<file path="src/rtl/ddr_write_arbiter_pkg.sv">
// rtl/ddr_write_arbiter_pkg.sv - shared state encoding and DDR width constants for the write arbiter
package ddr_write_arbiter_pkg;

    localparam int DDR_ADDR_WIDTH  = 32;
    localparam int DDR_DATA_WIDTH  = 64;
    localparam int DDR_BURST_WIDTH = 8;

    typedef enum logic {
        ST_IDLE = 1'b0,
        ST_BUSY = 1'b1
    } arb_state_t;

endpackage

</file>
<file path="src/rtl/ddr_write_arbiter_rr_arbiter_2.sv">
// rtl/ddr_write_arbiter_rr_arbiter_2.sv - two-way round-robin grant with last-served register
module rr_arbiter_2 (
    input  logic clock,
    input  logic reset,
    input  logic req0,
    input  logic req1,
    input  logic update,
    input  logic owner,
    output logic valid,
    output logic grant
);

    logic last;

    // last resets to 1 so port 0 wins the first tie
    always_ff @(posedge clock) begin
        if (!reset) begin
            last <= 1'b1;
        end else if (update) begin
            last <= owner;
        end
    end

    assign valid = req0 | req1;
    assign grant = (req0 & req1) ? ~last : req1;

endmodule

</file>
<file path="src/rtl/ddr_write_arbiter.sv">
// rtl/ddr_write_arbiter.sv - two-requester DDR write burst arbiter with round-robin tie break
module ddr_write_arbiter
    import ddr_write_arbiter_pkg::*;
#(
    parameter int ADDR_WIDTH  = DDR_ADDR_WIDTH,
    parameter int DATA_WIDTH  = DDR_DATA_WIDTH,
    parameter int BURST_WIDTH = DDR_BURST_WIDTH
) (
    input  logic                    clock,
    input  logic                    reset,
    input  logic                    io_in0_wr,
    input  logic [ADDR_WIDTH-1:0]   io_in0_addr,
    input  logic [BURST_WIDTH-1:0]  io_in0_burst,
    input  logic [DATA_WIDTH/8-1:0] io_in0_mask,
    input  logic [DATA_WIDTH-1:0]   io_in0_din,
    output logic                    io_in0_wait_n,
    input  logic                    io_in1_wr,
    input  logic [ADDR_WIDTH-1:0]   io_in1_addr,
    input  logic [BURST_WIDTH-1:0]  io_in1_burst,
    input  logic [DATA_WIDTH/8-1:0] io_in1_mask,
    input  logic [DATA_WIDTH-1:0]   io_in1_din,
    output logic                    io_in1_wait_n,
    output logic                    io_ddr_wr,
    output logic [ADDR_WIDTH-1:0]   io_ddr_addr,
    output logic [BURST_WIDTH-1:0]  io_ddr_burst,
    output logic [DATA_WIDTH/8-1:0] io_ddr_mask,
    output logic [DATA_WIDTH-1:0]   io_ddr_din,
    input  logic                    io_ddr_wait_n,
    output logic                    io_busy
);

    localparam logic [BURST_WIDTH-1:0] ONE = BURST_WIDTH'(1);

    arb_state_t             state_q, state_d;
    logic                   owner_q, owner_d;
    logic [BURST_WIDTH-1:0] beats_q, beats_d;
    logic [BURST_WIDTH-1:0] len_q, len_d;

    logic                   grant_valid;
    logic                   grant;
    logic                   accept;
    logic                   final_beat;
    logic                   burst_done;
    logic [BURST_WIDTH-1:0] len0;
    logic [BURST_WIDTH-1:0] len1;

    assign len0       = (io_in0_burst == '0) ? ONE : io_in0_burst;
    assign len1       = (io_in1_burst == '0) ? ONE : io_in1_burst;
    assign accept     = io_ddr_wr & io_ddr_wait_n;
    assign final_beat = (beats_q == len_q - ONE);
    assign burst_done = (state_q == ST_BUSY) & accept & final_beat;

    rr_arbiter_2 u_rr (
        .clock  (clock),
        .reset  (reset),
        .req0   (io_in0_wr),
        .req1   (io_in1_wr),
        .update (burst_done),
        .owner  (owner_q),
        .valid  (grant_valid),
        .grant  (grant)
    );

    always_ff @(posedge clock) begin
        if (!reset) begin
            state_q <= ST_IDLE;
            owner_q <= 1'b0;
            beats_q <= '0;
            len_q   <= ONE;
        end else begin
            state_q <= state_d;
            owner_q <= owner_d;
            beats_q <= beats_d;
            len_q   <= len_d;
        end
    end

    always_comb begin
        state_d = state_q;
        owner_d = owner_q;
        beats_d = beats_q;
        len_d   = len_q;
        case (state_q)
            ST_IDLE: begin
                if (grant_valid) begin
                    state_d = ST_BUSY;
                    owner_d = grant;
                    len_d   = grant ? len1 : len0;
                    beats_d = '0;
                end
            end
            ST_BUSY: begin
                if (accept) begin
                    if (final_beat) begin
                        state_d = ST_IDLE;
                        beats_d = '0;
                    end else begin
                        beats_d = beats_q + ONE;
                    end
                end
            end
            default: state_d = ST_IDLE;
        endcase
    end

    // Outputs are gated by reset so an abandoned burst never shows another beat
    always_comb begin
        io_busy       = 1'b0;
        io_ddr_wr     = 1'b0;
        io_ddr_addr   = '0;
        io_ddr_burst  = '0;
        io_ddr_mask   = '0;
        io_ddr_din    = '0;
        io_in0_wait_n = 1'b0;
        io_in1_wait_n = 1'b0;
        if (reset && state_q == ST_BUSY) begin
            io_busy      = 1'b1;
            io_ddr_burst = len_q;
            if (owner_q) begin
                io_ddr_wr     = io_in1_wr;
                io_ddr_addr   = io_in1_addr;
                io_ddr_mask   = io_in1_mask;
                io_ddr_din    = io_in1_din;
                io_in1_wait_n = io_ddr_wait_n;
            end else begin
                io_ddr_wr     = io_in0_wr;
                io_ddr_addr   = io_in0_addr;
                io_ddr_mask   = io_in0_mask;
                io_ddr_din    = io_in0_din;
                io_in0_wait_n = io_ddr_wait_n;
            end
        end
    end

endmodule

</file>
<file path="config.mk">
export PLATFORM = sky130hd
export DESIGN_NAME = ddr_write_arbiter
export DESIGN_NICKNAME = d
export VERILOG_FILES = /design/src/rtl/ddr_write_arbiter_pkg.sv /design/src/rtl/ddr_write_arbiter_rr_arbiter_2.sv /design/src/rtl/ddr_write_arbiter.sv
export SDC_FILE = /design/constraint.sdc
export NUM_CORES = 1
export LEC_CHECK = 0
export BUFFER_PORTS_ARGS = -buffer_cell sky130_fd_sc_hd__buf_2
export CAP_MARGIN = 20
export CORE_AREA = 10 10 124 126
export CTS_CLUSTER_SIZE = 12
export DETAILED_ROUTE_END_ITERATION = 7
export DIE_AREA = 0 0 134 136
export GPL_TIMING_DRIVEN = 0
export PLACE_DENSITY = 0.58
export SLEW_MARGIN = 15
export SYNTH_ARGS = -nofsm -noshare
export SYNTH_HDL_FRONTEND = slang
export SYNTH_SLANG_ARGS = --single-unit
</file>
<file path="constraint.sdc">
create_clock -name clock -period 2.8 [get_ports clock]
set_clock_uncertainty 0.1 [all_clocks]
set_input_delay 0.28 -clock clock [delete_from_list [all_inputs] [get_ports clock]]
set_output_delay 0.28 -clock clock [all_outputs]
set_load 0.02 [all_outputs]
</file>
# Word level (Yosys, flattened, before mapping)
# Index checks and enable logic that the tools add are counted.
# Widths: inputs -> output; s select.
[op_classes] add_sub_neg=2 n_mul=0 div_mod_pow=0 magnitude_cmp=0 eq_ne=3 shift=0 mux=26 n_bitwise=7 reduce_logical=5
[op_table] operator="$mux 64" n=2
[op_table] operator="$mux 8" n=9
[op_table] operator="$mux 32" n=2
[op_table] operator="$logic_not 8->1" n=2
[op_table] operator="$pmux 8 s2" n=1
[op_table] operator="$mux 1" n=11
[op_table] operator="$add 8x1->8 const B" n=1
[op_table] operator="$eq 8x8->1" n=1
[op_table] operator="$sub 8x1->8 const B" n=1
[op_table] operator="$and 1x1->1" n=4
[op_table] operator="$reduce_and 2->1" n=2
[op_table] operator="$ne 2x1->1 const B" n=1
[op_table] operator="$ne 2x2->1 const B" n=1
[op_table] operator="$not 1->1" n=2
[op_table] operator="$pmux 1 s2" n=1
[op_table] operator="$logic_and 1x1->1" n=1
[op_table] operator="$or 1x1->1" n=1
[word_totals] register_bits=19 latch_bits=0 ram_bits=0 romBits=0 in_bits=229 output_inout_bits=116 n_memories=0

# Depth between registers and ports, before layout
[logic_depth] word_depth=5 ltp_mapped=8 ltp_nobuf=8

# Cells and area by module
# A second synthesis with hierarchy kept.
[unflattened] hier_cells=384 hier_area_um2=2812.7
[by_module_without_submodules] mod="ddr_write_arbiter" n_inst=1 cells_each=379 area_per_inst_um2=2765.2 seq_area_each_um2=360.3
[by_module_without_submodules] mod="rr_arbiter_2" n_inst=1 cells_each=5 area_per_inst_um2=47.5 seq_area_each_um2=20.0

# Worst setup path before layout
# No wires, ideal clock.
[synth_path] kind="register to output" from="register owner_q" to="output io_ddr_addr[0]" arrival_time_ps=1855 required_ps=2420 setup_slack_ps=565 stages_incl_launch_ff=6 path_cell_list="dfxtp_1 -> clkbuf_1 -> buf_1 -> buf_1 -> mux2i_1 -> nor2_1"
[synth_via] elab_chain_len=2
[synth_rtl] item="start, declared" line_no="ddr_write_arbiter.sv:35" text="logic owner_q, owner_d;"
[synth_rtl] item="start signal, assigned" line_no="ddr_write_arbiter.sv:72" text="owner_q <= owner_d;"
[synth_rtl] item="$mux 32" line_no="ddr_write_arbiter.sv:119" text="if (owner_q) begin"
[synth_rtl] item="$mux 32" line_no="ddr_write_arbiter.sv:116" text="if (reset && state_q == ST_BUSY) begin"
[synth_rtl] item="end, declared" line_no="ddr_write_arbiter.sv:24" text="output logic [ADDR_WIDTH-1:0] io_ddr_addr,"
# No other way between the ends.

# Worst setup path after layout
[layout_path] from="register owner_q" to="output io_ddr_addr[6]"
# Same word-level chain as after synthesis.

==> summary.md <==
| Metric | Value |
|---|---|
| Worst r2r src | len_q[0] |
| Hold WC Path Type | in2reg |
| Clock buffer depth | 2 |
| Number of synthesized register bits | 19 |
| Slew Limit Fails | 0 |
| Die area | 18220 um2 |
| Post-Syn Area | 2781 um2 |
| Placed cell area | 4723 um2 |
| Final setup viols | 0 |
| First-pass DRT Iterations | 4 |
| Most frequent cell after synthesis | nor2_1 |
| Initial antenna violation count | 15 |
| Initial Util | 0.2143 |
| Post-synthesis cell count | 384 |
| Vias | 4098 |
| # clock sinks | 19 |
| Critical Path Source Type | flip-flop |
| PwrDens | 318.8 nW/um2 |
| Final ANT Viol Nets | 0 |
| Period utilization | 0.9324 |
| R2r setup slk | 0.33 ns |
| Hold Crit Depth | 4 |
| Layout cells sized above 1 | 0.4945 |
| Final WL | 17.38 mm |
| Status | finished clean |
| CTS Buf Count | 3 |
| Max VDD drop | 0.0002181 V |
| Aggregate global routing overflow | 0 |
| Post-route DRC | 0 |
| Synth Flop Type | dfxtp_1 |
| Grt peak-use layer | met2 |
| Final HPWL DP | 15.47 mm |
| Average wire per standard cell | 18.99 um |
| Worst setup startpoint | owner_q |
| Crit Path Class | reg2out |
| CP Max Fanout | 10 |
| Yosys warns | 0 |
| Fin Setup TNS | 0 ns |
| Share of the synthesized area in the top cell type | 0.4067 |
| Vias in the first global route | 4199 |
| Final Hold Vio Count | 0 |
| Crit path DAT | 2.23 ns |
| Die Width | 134 um |
| Synth unique cells | 40 |
| IO Count | 345 |
| Clock H-tree levels | 1 |
| Worst Setup End Kind | primary output |
| Skew-Pair Late Insertion Delay | 0.25 ns |
| Initial DRC count | 125 |
| Hold_buf cts | 0 |
| Sequential area share after synthesis | 0.1368 |
| Max-capacitance violation count | 0 |
| Asr flop ratio synth | 0 |
| Pin count of the biggest net entering global routing | 12 |
| Met2 usage | 0.2968 |
| DR vias/cell | 4.479 |
| Final worst path period need | 2.611 ns |
| Slew margin rel. | 0.5107 |
| Worst Hold End | len_q[5] |
| Post-synth EDFFs | 0 |
| Hold_sp | io_in0_burst[5] |
| CTS tree | built |
| Syn_nets | 615 |
| R2r endpoint | beats_q[6] |
| Leading post-synthesis cells by cell area | mux2i_1 41%, nor2_1 16%, dfxtp_1 14%, xor2_1 2.8%, nand2_1 2.7% |
| Static leakage power | 2.619 nW |
| F_max | 0.3830 GHz |
| CORE AREA | 12980 um2 |
| First-pass GRT wire length | 24.50 mm |
| GR Util met3 | 0.07934 |
| GP Congestion | 0.8747 |
| Std cell rows | 42 |
| M1 GR Usage | 0.1801 |
| Most common library cells after synthesis | 117 x nor2_1, 113 x mux2i_1, 20 x nand2_1, 19 x dfxtp_1, 15 x clkbuf_1 |
| Overall routing resource usage | 0.1708 |
| Worst slew pin tran | 0.7340 ns |
| Root Driver | clkbuf_16 |
| CP required | 2.42 ns |
| Synthesized area per cell | 7.243 um2 |
| Cell area after layout | 4830 um2 |
| R2r worst-path depth | 6 |
| RSZ-0062 raised after global routing | no |
| Area grow syn2layout | 73.64% |
| # port buffers | 344 |
| DIE HEIGHT | 136 um |
| Synth area leader | mux2i_1 |
| NumNets Final | 964 |
| Worst-path clk slew | 0.05 ns |
| Setup Fix Bufs, Post-CTS | 0 |
[worst max-delay path: stages (launching register included)]
cell,delay [ns]
dfxtp_1,0.30
clkbuf_1,0.42
buf_2,0.38
buf_2,0.37
mux2i_1,0.24
nor2_1,0.08
buf_2,0.19
[final cells by class]
cell class                      instances  area (um2)
Timing Repair Buffer                  344        1722
Tap cell                              176       220.2
Fill cell                            1453        8150
Buffer                                 31       160.2
Clock buffer                            3       75.07
Clock inverter                          1       5.005
Antenna cell                            7       17.52
Multi-Input combinational cell        329        2231
Sequential cell                        19       380.4
Inverter                                5       18.77
[through the flow]
step	instances	setup slack, ns	power (mW)	hold slack, ns	utilization
final	915	0.1893	1.540	0.2877	0.3721
after global routing	913	0.01685	1.653	0.3113	0.3717
after CTS	908	0.006275	1.558	0.2855	0.3706
after detailed placement	904	-0.1194	1.255	0.3912	0.3639
after global placement	904	-0.09760	1.250	0.3924	0.3639
after floorplan	384	0.5647	0.8719	0.3647	-
[routing by layer]
| layer | vias up | wire (um) |
|---|---|---|
| met5 | - | 23 |
| met4 | 6 | 391 |
| met1 | 1784 | 6297 |
| li1 | 2040 | - |
| met3 | 31 | 1993 |
| met2 | 237 | 8673 |
[sequential cells by signal, summed over array words and instances (netlist names)]
signal	count
state_q	1
owner_q	1
beats_q	8
len_q	8
u_rr.last	1
[where the power goes]
part / switching (mW) / total (mW) / internal, mW
clock network: 0.104 / 0.295 / 0.192
logic: 0.528 / 0.923 / 0.394
registers: 0.0288 / 0.322 / 0.293
total: 0.661 / 1.54 / 0.879
[kinds of logic (layout without fill, tap and decap cells)]
logic type               after synthesis  in the layout  share of synthesized area
AO/OA/AOI/OAI                         30             30                    0.08323
XOR/XNOR                              15             15                    0.04723
adder cells (fa/ha/maj)                2              2                   0.008995
buffers and inverters                 36            384                    0.06118
flip-flops                            19             19                     0.1368
multiplexers                         113            113                     0.4067
other                                  0              7                          0
AND/OR/NAND/NOR                      169            169                     0.2560
[worst max path at each step]
| stage | endpoint | cells after the start |
|---|---|---|
| after CTS | io_ddr_din[10] | 5 |
| final | io_ddr_addr[6] | 6 |
| after global placement | io_ddr_addr[16] | 6 |
| after global routing | io_ddr_mask[2] | 6 |
| after detailed placement | io_ddr_addr[6] | 6 |
| after floorplan | io_ddr_addr[0] | 5 |
[placed cells by master (no fill, tap or decap), types with 2 or more instances in the layout]
cell type    n
buf_1        6
nor2_1     117
nand4_1      2
mux2i_1    113
nand2_1     20
buf_2      349
diode_2      7
a32oi_1      2
nand3_1      5
nor4_1       3
clkbuf_8     2
o21ai_0      5
clkbuf_1    14
xnor2_1      6
a211oi_1     2
nor3_1       4
dfxtp_1     19
o211a_1      7
inv_1        5
a21oi_1      4
xor2_1       9
and3_1       9
ha_1         2
clkbuf_2     2
nor3b_1      2
clkbuf_16    3
buf_6        2
[timing repair]
action                     4_1_cts  5_1_grt
hold endpoints to repair         0        0
resized for setup                6        2
setup endpoints to repair       42        1
cloned                           0        0
pin swaps                        0        0
(Power assumes the default switching activity.)
